--- config.mk ---
export PLATFORM = sky130hd
export DESIGN_NAME = irq_ctrl8
export DESIGN_NICKNAME = d
export VERILOG_FILES = /design/src/rtl/irq_pkg.sv /design/src/rtl/prio_enc8to3.sv /design/src/rtl/irq_ctrl8.sv
export SDC_FILE = /design/constraint.sdc
export NUM_CORES = 1
export LEC_CHECK = 0
export BUFFER_PORTS_ARGS = -buffer_cell sky130_fd_sc_hd__buf_2
export CAP_MARGIN = 20
export CORE_UTILIZATION = 45
export CTS_BUF_LIST = sky130_fd_sc_hd__clkbuf_4
export DETAILED_ROUTE_END_ITERATION = 10
export HOLD_SLACK_MARGIN = 0.12
export PLACE_DENSITY = 0.74
export SLEW_MARGIN = 40
export SYNTH_ARGS = -nofsm -noshare
export SYNTH_HDL_FRONTEND = slang
export SYNTH_SLANG_ARGS = --single-unit
--- constraint.sdc ---
create_clock -name clk -period 1.55 [get_ports clk]
set_input_delay 0.155 -clock clk [delete_from_list [all_inputs] [get_ports clk]]
set_output_delay 0.155 -clock clk [all_outputs]
set_load 0.02 [all_outputs]
--- src/rtl/irq_pkg.sv ---
// Shared constants and FSM state type for the 8-source interrupt controller.
package irq_pkg;

  localparam int N_SRC = 8;
  localparam int ID_W  = 3;

  typedef enum logic [1:0] {
    IDLE    = 2'd0,
    PRESENT = 2'd1,
    GAP     = 2'd2
  } state_t;

  // One-hot decode of a source index, used to clear the acknowledged bit.
  function automatic logic [N_SRC-1:0] id_onehot(input logic [ID_W-1:0] id);
    logic [N_SRC-1:0] v;
    v = '0;
    v[id] = 1'b1;
    return v;
  endfunction

endpackage

--- src/rtl/prio_enc8to3.sv ---
// 8-to-3 priority encoder: bit 7 has highest priority, valid only when enabled.
module prio_enc8to3 (
  input  logic [7:0] Din,
  input  logic       EN,
  output logic [2:0] Y,
  output logic       valid
);

  // Scan upward so the highest set index is the last one written.
  always_comb begin
    Y     = 3'd0;
    valid = 1'b0;
    if (EN) begin
      for (int i = 0; i < 8; i++) begin
        if (Din[i]) begin
          Y     = i[2:0];
          valid = 1'b1;
        end
      end
    end
  end

endmodule

--- src/rtl/irq_ctrl8.sv ---
// Eight-source interrupt controller: captures requests into pending bits,
// presents the highest-priority enabled one and holds it until acknowledged.
module irq_ctrl8
  import irq_pkg::*;
#(
  parameter int EDGE_MODE = 1
) (
  input  logic             clk,
  input  logic             rst_n,
  input  logic [N_SRC-1:0] irq_in,
  input  logic [N_SRC-1:0] mask,
  input  logic             en,
  input  logic             int_ack,
  output logic             int_valid,
  output logic [ID_W-1:0]  int_id,
  output logic [N_SRC-1:0] pending
);

  state_t           state;
  logic [N_SRC-1:0] irq_d;
  logic [N_SRC-1:0] set_vec;
  logic [N_SRC-1:0] clr_vec;
  logic [ID_W-1:0]  sel_id;
  logic             sel_valid;

  // Selection runs off registered pending bits only, so no input reaches an output combinationally.
  prio_enc8to3 u_prio (
    .Din   (pending & mask),
    .EN    (en),
    .Y     (sel_id),
    .valid (sel_valid)
  );

  // Capture condition per source; mask/en deliberately play no part here.
  always_comb begin
    set_vec = '0;
    if (EDGE_MODE != 0) set_vec = irq_in & ~irq_d;
    else                set_vec = irq_in;
  end

  // Acknowledge clears only the presented bit, and only while presenting.
  always_comb begin
    clr_vec = '0;
    if (state == PRESENT && int_ack) clr_vec = id_onehot(int_id);
  end

  // Input history and pending bits; a new set outranks a same-cycle clear.
  always_ff @(posedge clk or negedge rst_n) begin
    if (!rst_n) begin
      irq_d   <= '0;
      pending <= '0;
    end else begin
      irq_d   <= irq_in;
      pending <= (pending & ~clr_vec) | set_vec;
    end
  end

  // Presentation FSM with registered int_valid/int_id; no pre-emption while presenting.
  always_ff @(posedge clk or negedge rst_n) begin
    if (!rst_n) begin
      state     <= IDLE;
      int_valid <= 1'b0;
      int_id    <= '0;
    end else begin
      case (state)
        IDLE: begin
          if (sel_valid) begin
            int_id    <= sel_id;
            int_valid <= 1'b1;
            state     <= PRESENT;
          end
        end
        PRESENT: begin
          if (int_ack) begin
            int_valid <= 1'b0;
            state     <= GAP;
          end else if (!en) begin
            int_valid <= 1'b0;
            state     <= IDLE;
          end
        end
        GAP: begin
          int_valid <= 1'b0;
          state     <= IDLE;
        end
        default: begin
          int_valid <= 1'b0;
          state     <= IDLE;
        end
      endcase
    end
  end

endmodule
==> run_results.csv, run 1 <==
group,metric,value,unit
outcome,status,"finished, final reports clean",
synthesis,synth_edf_count,0,
layout,multiInputGateArea,308,µm²
sta,finalSetupTns,0,ps
grt,overflow,0,
sta,rsz0062_at_grt,"false",
grt,grt_pass1_wl,2.90,mm
clock_tree,clock-root-buffer,"clkbuf_4",
layout,register_area,526,µm²
detailed_routing,num_vias,692,
synthesis,synth_cell_types,19,
sta,skew,3.64,ps
detailed_routing,drt_iter0_markers,13,
sta,max_slew_margin,0.700,
worst_setup_path,reg2reg_slack,120,ps
synthesis,syn_avg_cell_area,11.8,µm²
synthesis,synth-main-ff-cell,"dfrtp_1",
floorplanning,start_util,0.489,
detailed_routing,drt_pass1_iterations,4,
worst_setup_path,reg2reg_from,"pending[5]$_DFF_PN0_",
grt,grt_max_degree,22,
place,dp.cells,129,
floorplanning,die-area,2100,µm²
pwr,powerDensity,1160,nW/µm²
clock_tree,clk_pin_slew,110,ps
pwr,total_power,1.36,mW
layout,fill_cells,160,
sta,post-route-period-util,0.920,
worst_setup_path,rr_worst_depth,4,
worst_hold_path,hp-class,"in -> reg",
grt,grt_pass1_vias,718,
detailed_routing,via_per_inst,4.87,
synthesis,synth_commonest_cells,"dfrtp_1 (21), inv_1 (8), nand2_1 (8), o21ai_0 (8), o21ai_1 (8)",
floorplanning,core,1760,µm²
sta,slew_viol_final,0,
floorplanning,io_pins,32,
pwr,worst_ir_drop_vdd,0.000753,V
worst_setup_path,cp_cell_sequence,"a22o_1 -> nand2b_4 -> o21a_4 -> mux2_4",
sta,worst_slew_pin_slew,450,ps
clock_tree,post_cts_buffers,0,
synthesis,yosysWarnings,0,
worst_hold_path,hp-start,"int_ack",
layout,post-route-util,0.663,
layout,design_area,1170,µm²
sta,final_hold_viol_count,0,
sta,min_period,1430,ps
synthesis,yosysSeqAreaShare,0.609,
run,maxCapViolCount,0,
synthesis,yosys.area.top_type,"dfrtp_1",
place,place_congestion,0.707,
worst_setup_path,crit_buf_inv,0,
layout,fin_cells,142,
synthesis,async_reset_ff_frac,1.00,
worst_setup_path,worstSetupPathType,"reg -> reg",
worst_setup_path,critPathMaxFanout,4,
worst_hold_path,worstHoldPathCells,2,
place,portBuffers,31,
sta,final-setup-viol-count,0,
layout,drive_above_1_share,0.350,
worst_setup_path,crit_required,1750,ps
synthesis,ys_ff_latch,21,
grt,antenna_found_initial,0,
floorplanning,die_w,45.8,µm
worst_setup_path,slowest_delay,430,ps
layout,antenna_cells,0,
synthesis,synth_most_common_cell,"dfrtp_1",
layout,syn2layout_area_growth,35.5,%
worst_setup_path,cp_top_family,"compound AO/OA/AOI/OAI gates",
detailed_routing,wl_per_cell,12.5,µm
floorplanning,die-height,45.8,µm
clock_tree,cts_tree,"built",
worst_hold_path,min_to,"state[1]$_DFFE_PN0P_",
worst_setup_path,worstPathArrival,1620,ps
detailed_routing,route.detailed.drc,0,
worst_setup_path,crit_slowest_cell,"dfrtp_1",
pwr,cellLeakagePower,0.546,nW
synthesis,netlist_instances,73,
synthesis,synth.area.top_cells,"dfrtp_1 (61%), o21ai_0 (4.6%), o21ai_1 (4.6%)",
detailed_routing,antenna_left,0,
synthesis,synth_top_area_frac,0.609,
layout,layout.nets,138,
clock_tree,hold_buffers,9,
clock_tree,cts.sinks,21,
synthesis,syn_area,863,µm²
worst_setup_path,critPathCaptureType,"register",
clock_tree,cts_made_buffers,3,
grt,grt_usage,0.201,
place,place_area,1050,µm²
detailed_routing,routed_wl,1.78,mm
clock_tree,cts.repair.resized,0,
worst_setup_path,r2r-end,"int_id[0]$_DFFE_PN0P_",
sta,clock.fmax,0.701,GHz
clock_tree,htreeDepth,1,
clock_tree,worstSkewPairLatency,300,ps
synthesis,synth_nets,93,
place,place_hpwl,1.31,mm
floorplanning,rows,15,
worst_setup_path,startpoint_type,"register",
clock_tree,cts_buffer_depth,2,
==> power by group <==
group | switching (mW) | internal [mW] | total (mW)
Sequential | 0.0853 | 0.622 | 0.707
Combinational | 0.204 | 0.177 | 0.381
Clock | 0.154 | 0.118 | 0.272
Total | 0.443 | 0.916 | 1.36
==> per-layer routing <==
layer / part of all wire / wire (µm) / global-route usage / vias up
met5: 0 / 0 / 0 / -
met4: 0.011 / 19 / 0.0882 / 0
met3: 0.043 / 77 / 0.0238 / 4
met2: 0.56 / 996 / 0.377 / 21
met1: 0.38 / 683 / 0.226 / 324
li1: - / - / - / 343
==> sequential cells by signal, indices dropped and copies added (netlist names) <==
signal,flops
irq_d,8
int_id,3
int_valid,1
pending,8
state,1
==> per-stage QoR <==
stage | hold slack (ps) | setup WS [ps]
2_1_floorplan | -141 | 98.2
3_3_place_gp | 125 | 161
3_5_place_dp | 127 | 132
4_1_cts | 175 | 115
5_1_grt | 183 | 52.9
6_report | 181 | 123
==> kinds of logic (layout without fill, tap and decap cells) <==
kind of cell / Yosys count / after routing / synth area share
AO/OA/AOI/OAI: 26 / 26 / 0.212
flip-flops: 21 / 21 / 0.609
AND/OR/NAND/NOR: 16 / 16 / 0.110
buffers and inverters: 8 / 52 / 0.0348
multiplexers: 2 / 2 / 0.0348
==> how the worst max path moves through the flow <==
stage	start	to	slack (ps)	cells after the start
3_5_place_dp	pending[5]$_DFF_PN0_	int_id[0]$_DFFE_PN0P_	130	4
3_3_place_gp	pending[5]$_DFF_PN0_	int_id[1]$_DFFE_PN0P_	160	4
6_report	pending[5]$_DFF_PN0_	int_id[0]$_DFFE_PN0P_	120	4
2_1_floorplan	pending[5]$_DFF_PN0_	int_id[0]$_DFFE_PN0P_	100	4
5_1_grt	int_valid$_DFFE_PN0P_	int_id[0]$_DFFE_PN0P_	50	3
4_1_cts	pending[5]$_DFF_PN0_	int_id[0]$_DFFE_PN0P_	120	4
==> layout by cell type, fill, tap and decap left out, types with 2 or more instances in the layout <==
master	n
dfrtp_1	21
clkbuf_4	4
dlygate4sd3_1	9
o21ai_1	8
buf_2	31
mux2_4	2
o21ai_0	8
o31ai_1	2
inv_1	8
nand2b_1	3
nand2_1	8
a22oi_1	2
a32oi_1	2
==> cell type report <==
class | instances | area share
Inverter | 8 | 0.0257
Tap cell | 25 | 0.0267
Timing Repair Buffer | 40 | 0.210
Clock buffer | 4 | 0.0257
Sequential cell | 21 | 0.449
Multi-Input combinational cell | 44 | 0.263
(Power assumes the default switching activity.)
==> run 2, diff against run 1 <==
Settings changed: CAP_MARGIN 20 to 5, SYNTH_HIERARCHICAL set to 1.
==> run_results.csv, run 2 <==
group,metric,value,unit
clock_tree,worstSkewPairLatency,300,ps
worst_setup_path,crit_required,1750,ps
clock_tree,cts_tree,"built",
layout,post-route-util,0.753,
layout,antenna_cells,0,
layout,layout.nets,158,
worst_setup_path,critPathMaxFanout,3,
worst_setup_path,crit_slowest_cell,"dfrtp_1",
floorplanning,core,1780,µm²
synthesis,synth_nets,100,
layout,mostFrequentLayoutCells,"buf_2 (31), dfrtp_1 (18), o21ai_0 (14), buf_4 (13), inv_1 (10)",
synthesis,synth.area.top_cells,"dfrtp_1 (60%), o21ai_0 (8.0%), and2_1 (5.7%)",
synthesis,yosysWarnings,6,
synthesis,ys_ff_latch,21,
worst_setup_path,startpoint,"pending[6]$_DFF_PN0_",
floorplanning,rows,15,
grt,grt_usage,0.218,
worst_setup_path,worstPathArrival,1890,ps
grt,grt_busiest_layer,"met2",
detailed_routing,wl_per_cell,13.1,µm
detailed_routing,num_vias,807,
floorplanning,start_util,0.494,
pwr,worst_ir_drop_vdd,0.000749,V
detailed_routing,route.detailed.drc,0,
sta,worst_slew_pin_slew,473,ps
grt,met3_usage,0.0235,
synthesis,syn_area,881,µm²
floorplanning,die_w,46.2,µm
detailed_routing,routed_wl,2.13,mm
worst_hold_path,hp-class,"in -> reg",
grt,grt_max_degree,22,
worst_setup_path,cp_cell_sequence,"and2_4 -> nor4_4 -> nor2_2 -> o21bai_4 -> nor3b_4 -> mux2_4",
clock_tree,clock-root-buffer,"clkbuf_4",
synthesis,syn_avg_cell_area,11.0,µm²
synthesis,yosys.area.top_type,"dfrtp_1",
synthesis,async_reset_ff_frac,1.00,
run,maxCapViolCount,0,
place,place_area,1160,µm²
detailed_routing,drt_iter0_markers,22,
synthesis,yosysSeqAreaShare,0.597,
layout,syn2layout_area_growth,52.4,%
worst_setup_path,critPathCaptureType,"register",
clock_tree,cts_made_buffers,3,
detailed_routing,antenna_left,0,
synthesis,synth_cell_types,21,
worst_setup_path,slowest_delay,410,ps
outcome,status,"finished with violations",
sta,hold_ws,136,ps
detailed_routing,via_per_inst,4.98,
sta,slew_viol_final,0,
grt,overflow,0,
sta,min_period,1690,ps
detailed_routing,drt_pass1_iterations,4,
pwr,powerDensity,1390,nW/µm²
sta,skew,3.30,ps
clock_tree,htreeDepth,1,
outcome,violations,"setup timing",
worst_setup_path,reg2reg_slack,-140,ps
synthesis,netlist_instances,80,
layout,drive_above_1_share,0.453,
worst_setup_path,reg2reg_from,"pending[6]$_DFF_PN0_",
synthesis,synth_edf_count,0,
sta,final-setup-viol-count,3,
grt,grt_pass1_vias,836,
layout,design_area,1340,µm²
layout,final_common_cell,"buf_2",
place,portBuffers,31,
worst_hold_path,hp-start,"en",
sta,post-route-period-util,1.09,
worst_setup_path,startpoint_type,"register",
grt,met1_usage,0.257,
clock_tree,clk_pin_slew,110,ps
sta,clock.fmax,0.591,GHz
place,place_congestion,0.803,
grt,antenna_found_initial,0,
worst_setup_path,worstSetupPathType,"reg -> reg",
synthesis,synth_top_area_frac,0.597,
clock_tree,cts.sinks,21,
floorplanning,die-area,2140,µm²
sta,rsz0062_at_grt,"true",
layout,reg_top3,"irq_d (8), pending (8), int_id (3)",
floorplanning,io_pins,32,
sta,final_hold_viol_count,0,
sta,worst_slack,-142,ps
sta,max_slew_margin,0.685,
clock_tree,cts_buffer_depth,2,
synthesis,synth-main-ff-cell,"dfrtp_1",
place,preCtsSetupSlack,-102,ps
place,place_hpwl,1.42,mm
grt,grt_pass1_wl,3.25,mm
grt,met2_usage,0.392,
pwr,cellLeakagePower,0.625,nW
floorplanning,die-height,46.2,µm
synthesis,synth_most_common_cell,"dfrtp_1",
synthesis,synth_commonest_cells,"dfrtp_1 (21), o21ai_0 (14), inv_1 (10)",
[run 2: path summary, 6_finish.rpt]
check | endpoint | cells after the start
min in group asynchronous | irq_d[5]$_DFF_PN0_ | 2
max in group asynchronous | pending[7]$_DFF_PN0_ | 2
max reg2reg | int_id[2]$_DFFE_PN0P_ | 6
max | int_id[2]$_DFFE_PN0P_ | 6
min | int_valid$_DFFE_PN0P_ | 3
min reg2reg | pending[0]$_DFF_PN0_ | 1
[run 2: critical path, delay by kind of cell, from the launching register on]
| kind | cells | cell delay [ps] |
|---|---|---|
| AOI/OAI and AO/OA | 1 | 180 |
| DFF | 1 | 410 |
| muxes | 1 | 310 |
| and+or+nand+nor | 4 | 700 |
[run 2: metrics by stage]
stage	setup TNS (ps)	power [mW]	cells
after floorplan	-310	1.18	80
after global placement	-168	1.46	146
after detailed placement	-293	1.48	146
after CTS	-327	1.84	160
after global routing	-476	1.96	162
final	-407	1.87	162
[run 2: area by class of cell]
type / instances / area [µm²]
flip-flops and latches: 21 / 529
fillers: 138 / 440
multi-input cells: 49 / 372
well taps: 25 / 31.3
inverters: 10 / 37.5
clock buffers: 4 / 30.0
repair buffers: 53 / 343
[run 2: timing repair]
action	CTS	global route
cloned	0	0
gates resized for setup	5	3
buffers inserted	1	2
setup endpoints to repair	3	3
pin swaps	2	3
hold buffers	9	0
endpoints found under the hold margin	36	0
[run 2: power breakdown]
group	internal (mW)	leakage, nW	switching, mW
logic	0.385	0.380	0.384
clock network	0.118	0.0184	0.161
registers	0.673	0.227	0.146
[run 2: logic make-up (layout without fill, tap and decap cells)]
group | count (synthesis) | in the layout | share of synthesized area
multiplexers | 3 | 3 | 0.0383
AO/OA/AOI/OAI | 23 | 23 | 0.143
AND/OR/NAND/NOR | 23 | 23 | 0.179
buffers and inverters | 10 | 67 | 0.0426
flip-flops | 21 | 21 | 0.597
[run 2: per-layer routing]
layer	up-vias	wire, µm
met5	-	0
met3	6	68
met2	21	1160
li1	388	-
met4	0	37
met1	392	865
==> run 3, diff against run 2 <==
Settings changed: CELL_PAD_IN_SITES_DETAIL_PLACEMENT set to 0, CELL_PAD_IN_SITES_GLOBAL_PLACEMENT set to 1, CORE_UTILIZATION 45 to 38, PLACE_DENSITY 0.74 to not set, PLACE_DENSITY_LB_ADDON set to 0.1, SETUP_SLACK_MARGIN set to 0.1.
==> run_results.csv, run 3 (same netlist as run 2, synthesis figures left out) <==
group,metric,value,unit
sta,worst_slew_pin_slew,467,ps
floorplanning,die_w,50.1,µm
sta,slew_viol_final,0,
place,place_congestion,0.873,
pwr,powerDensity,1370,nW/µm²
outcome,violations,"setup timing",
detailed_routing,wl_per_cell,12.0,µm
grt,grt_pass1_vias,819,
layout,post-route-util,0.625,
grt,antenna_found_initial,0,
worst_setup_path,worstSetupPathType,"reg -> reg",
layout,antenna_cells,0,
clock_tree,cts_buffer_depth,2,
worst_setup_path,critPathCaptureType,"register",
place,dp.cells,150,
floorplanning,die-area,2510,µm²
grt,overflow,0,
sta,min_period,1640,ps
clock_tree,htreeDepth,1,
sta,final-setup-viol-count,3,
floorplanning,die-height,50.1,µm
place,place_hpwl,1.40,mm
floorplanning,io_pins,32,
detailed_routing,route.detailed.drc,0,
detailed_routing,drt_iter0_markers,7,
place,preCtsSetupSlack,-98.1,ps
layout,reg_top3,"irq_d (8), pending (8), int_id (3)",
place,portBuffers,31,
run,maxCapViolCount,0,
sta,max_slew_margin,0.688,
floorplanning,start_util,0.402,
floorplanning,rows,17,
clock_tree,clock-root-buffer,"clkbuf_4",
sta,finalSetupTns,-262,ps
clock_tree,cts.sinks,21,
sta,rsz0062_at_grt,"true",
clock_tree,cts_tree,"built",
worst_hold_path,hp-class,"in -> reg",
clock_tree,worstSkewPairLatency,300,ps
pwr,cellLeakagePower,0.639,nW
layout,syn2layout_area_growth,55.5,%
detailed_routing,antenna_left,0,
worst_setup_path,worstPathArrival,1840,ps
clock_tree,clk_pin_slew,120,ps
sta,worst_slack,-93.5,ps
sta,hold_ws,138,ps
sta,skew,4.23,ps
grt,grt_pass1_wl,3.41,mm
clock_tree,cts_made_buffers,3,
sta,post-route-period-util,1.06,
pwr,worst_ir_drop_vdd,0.000899,V
worst_setup_path,crit_required,1750,ps
worst_setup_path,critPathMaxFanout,3,
detailed_routing,via_per_inst,4.75,
layout,fin_cells,168,
detailed_routing,num_vias,798,
layout,final_common_cell,"buf_2",
outcome,status,"finished with violations",
layout,layout.nets,161,
sta,clock.fmax,0.608,GHz
floorplanning,core,2190,µm²
layout,drive_above_1_share,0.457,
layout,mostFrequentLayoutCells,"buf_2 (31), dfrtp_1 (18), buf_4 (15), o21ai_0 (14), inv_1 (10)",
detailed_routing,routed_wl,2.02,mm
grt,grt_max_degree,22,
grt,grt_usage,0.185,
worst_setup_path,startpoint_type,"register",
sta,final_hold_viol_count,0,
detailed_routing,drt_pass1_iterations,4,
-- run 3: layer usage --
| metal | vias up | global-route usage | routed length [µm] |
|---|---|---|---|
| li1 | 397 | - | - |
| met3 | 2 | 0.0212 | 76 |
| met4 | 0 | 0.0857 | 17 |
| met1 | 379 | 0.220 | 903 |
| met5 | - | 0 | 0 |
| met2 | 20 | 0.331 | 1030 |
-- run 3: final timing paths --
path	from	endpoint	slack, ps	depth (start not counted)
worst max-delay path	pending[7]$_DFF_PN0_	int_id[1]$_DFFE_PN0P_	-90	6
worst min-delay path	int_ack	state[1]$_DFFE_PN0P_	140	2
worst max register to register	pending[7]$_DFF_PN0_	int_id[1]$_DFFE_PN0P_	-90	6
worst min register to register	irq_d[1]$_DFF_PN0_	pending[1]$_DFF_PN0_	420	1
max in group asynchronous	rst_n	pending[5]$_DFF_PN0_	880	2
min in group asynchronous	rst_n	int_valid$_DFFE_PN0P_	320	2
-- run 3: what timing repair did --
item / in CTS / in global routing
buffers inserted: 3 / 2
pin swaps: 2 / 2
resized for setup: 3 / 6
setup endpoints to repair: 3 / 4
hold buffers: 9 / 0
endpoints found under the hold margin: 37 / 0
-- run 3: per-stage QoR --
step,area (µm²),power [mW]
global placement,1170,1.48
floorplan,896,1.18
CTS,1320,1.86
global route,1370,2.00
detailed placement,1170,1.49
finish,1370,1.88
-- run 3: critical path, stage by stage, from the launching register on --
cell and delay, ps:
dfrtp_2 410, and2_4 140, nor4_4 250, nor2_1 80, o21bai_4 180, nor3b_4 170, mux2_4 310
-- run 3: layout make-up --
class                   count  area, µm²
clock buffers               4       30.0
inverters                  10       37.5
well taps                  28       35.0
multi-input cells          49        369
flip-flops and latches     21        529
repair buffers             56        369
fillers                   208        821
-- run 3: report_power, final --
group	internal [mW]	leakage, nW	total [mW]	switching, mW
clock network	0.118	0.0184	0.280	0.162
logic	0.406	0.393	0.787	0.381
registers	0.673	0.227	0.812	0.139
total	1.20	0.639	1.88	0.682
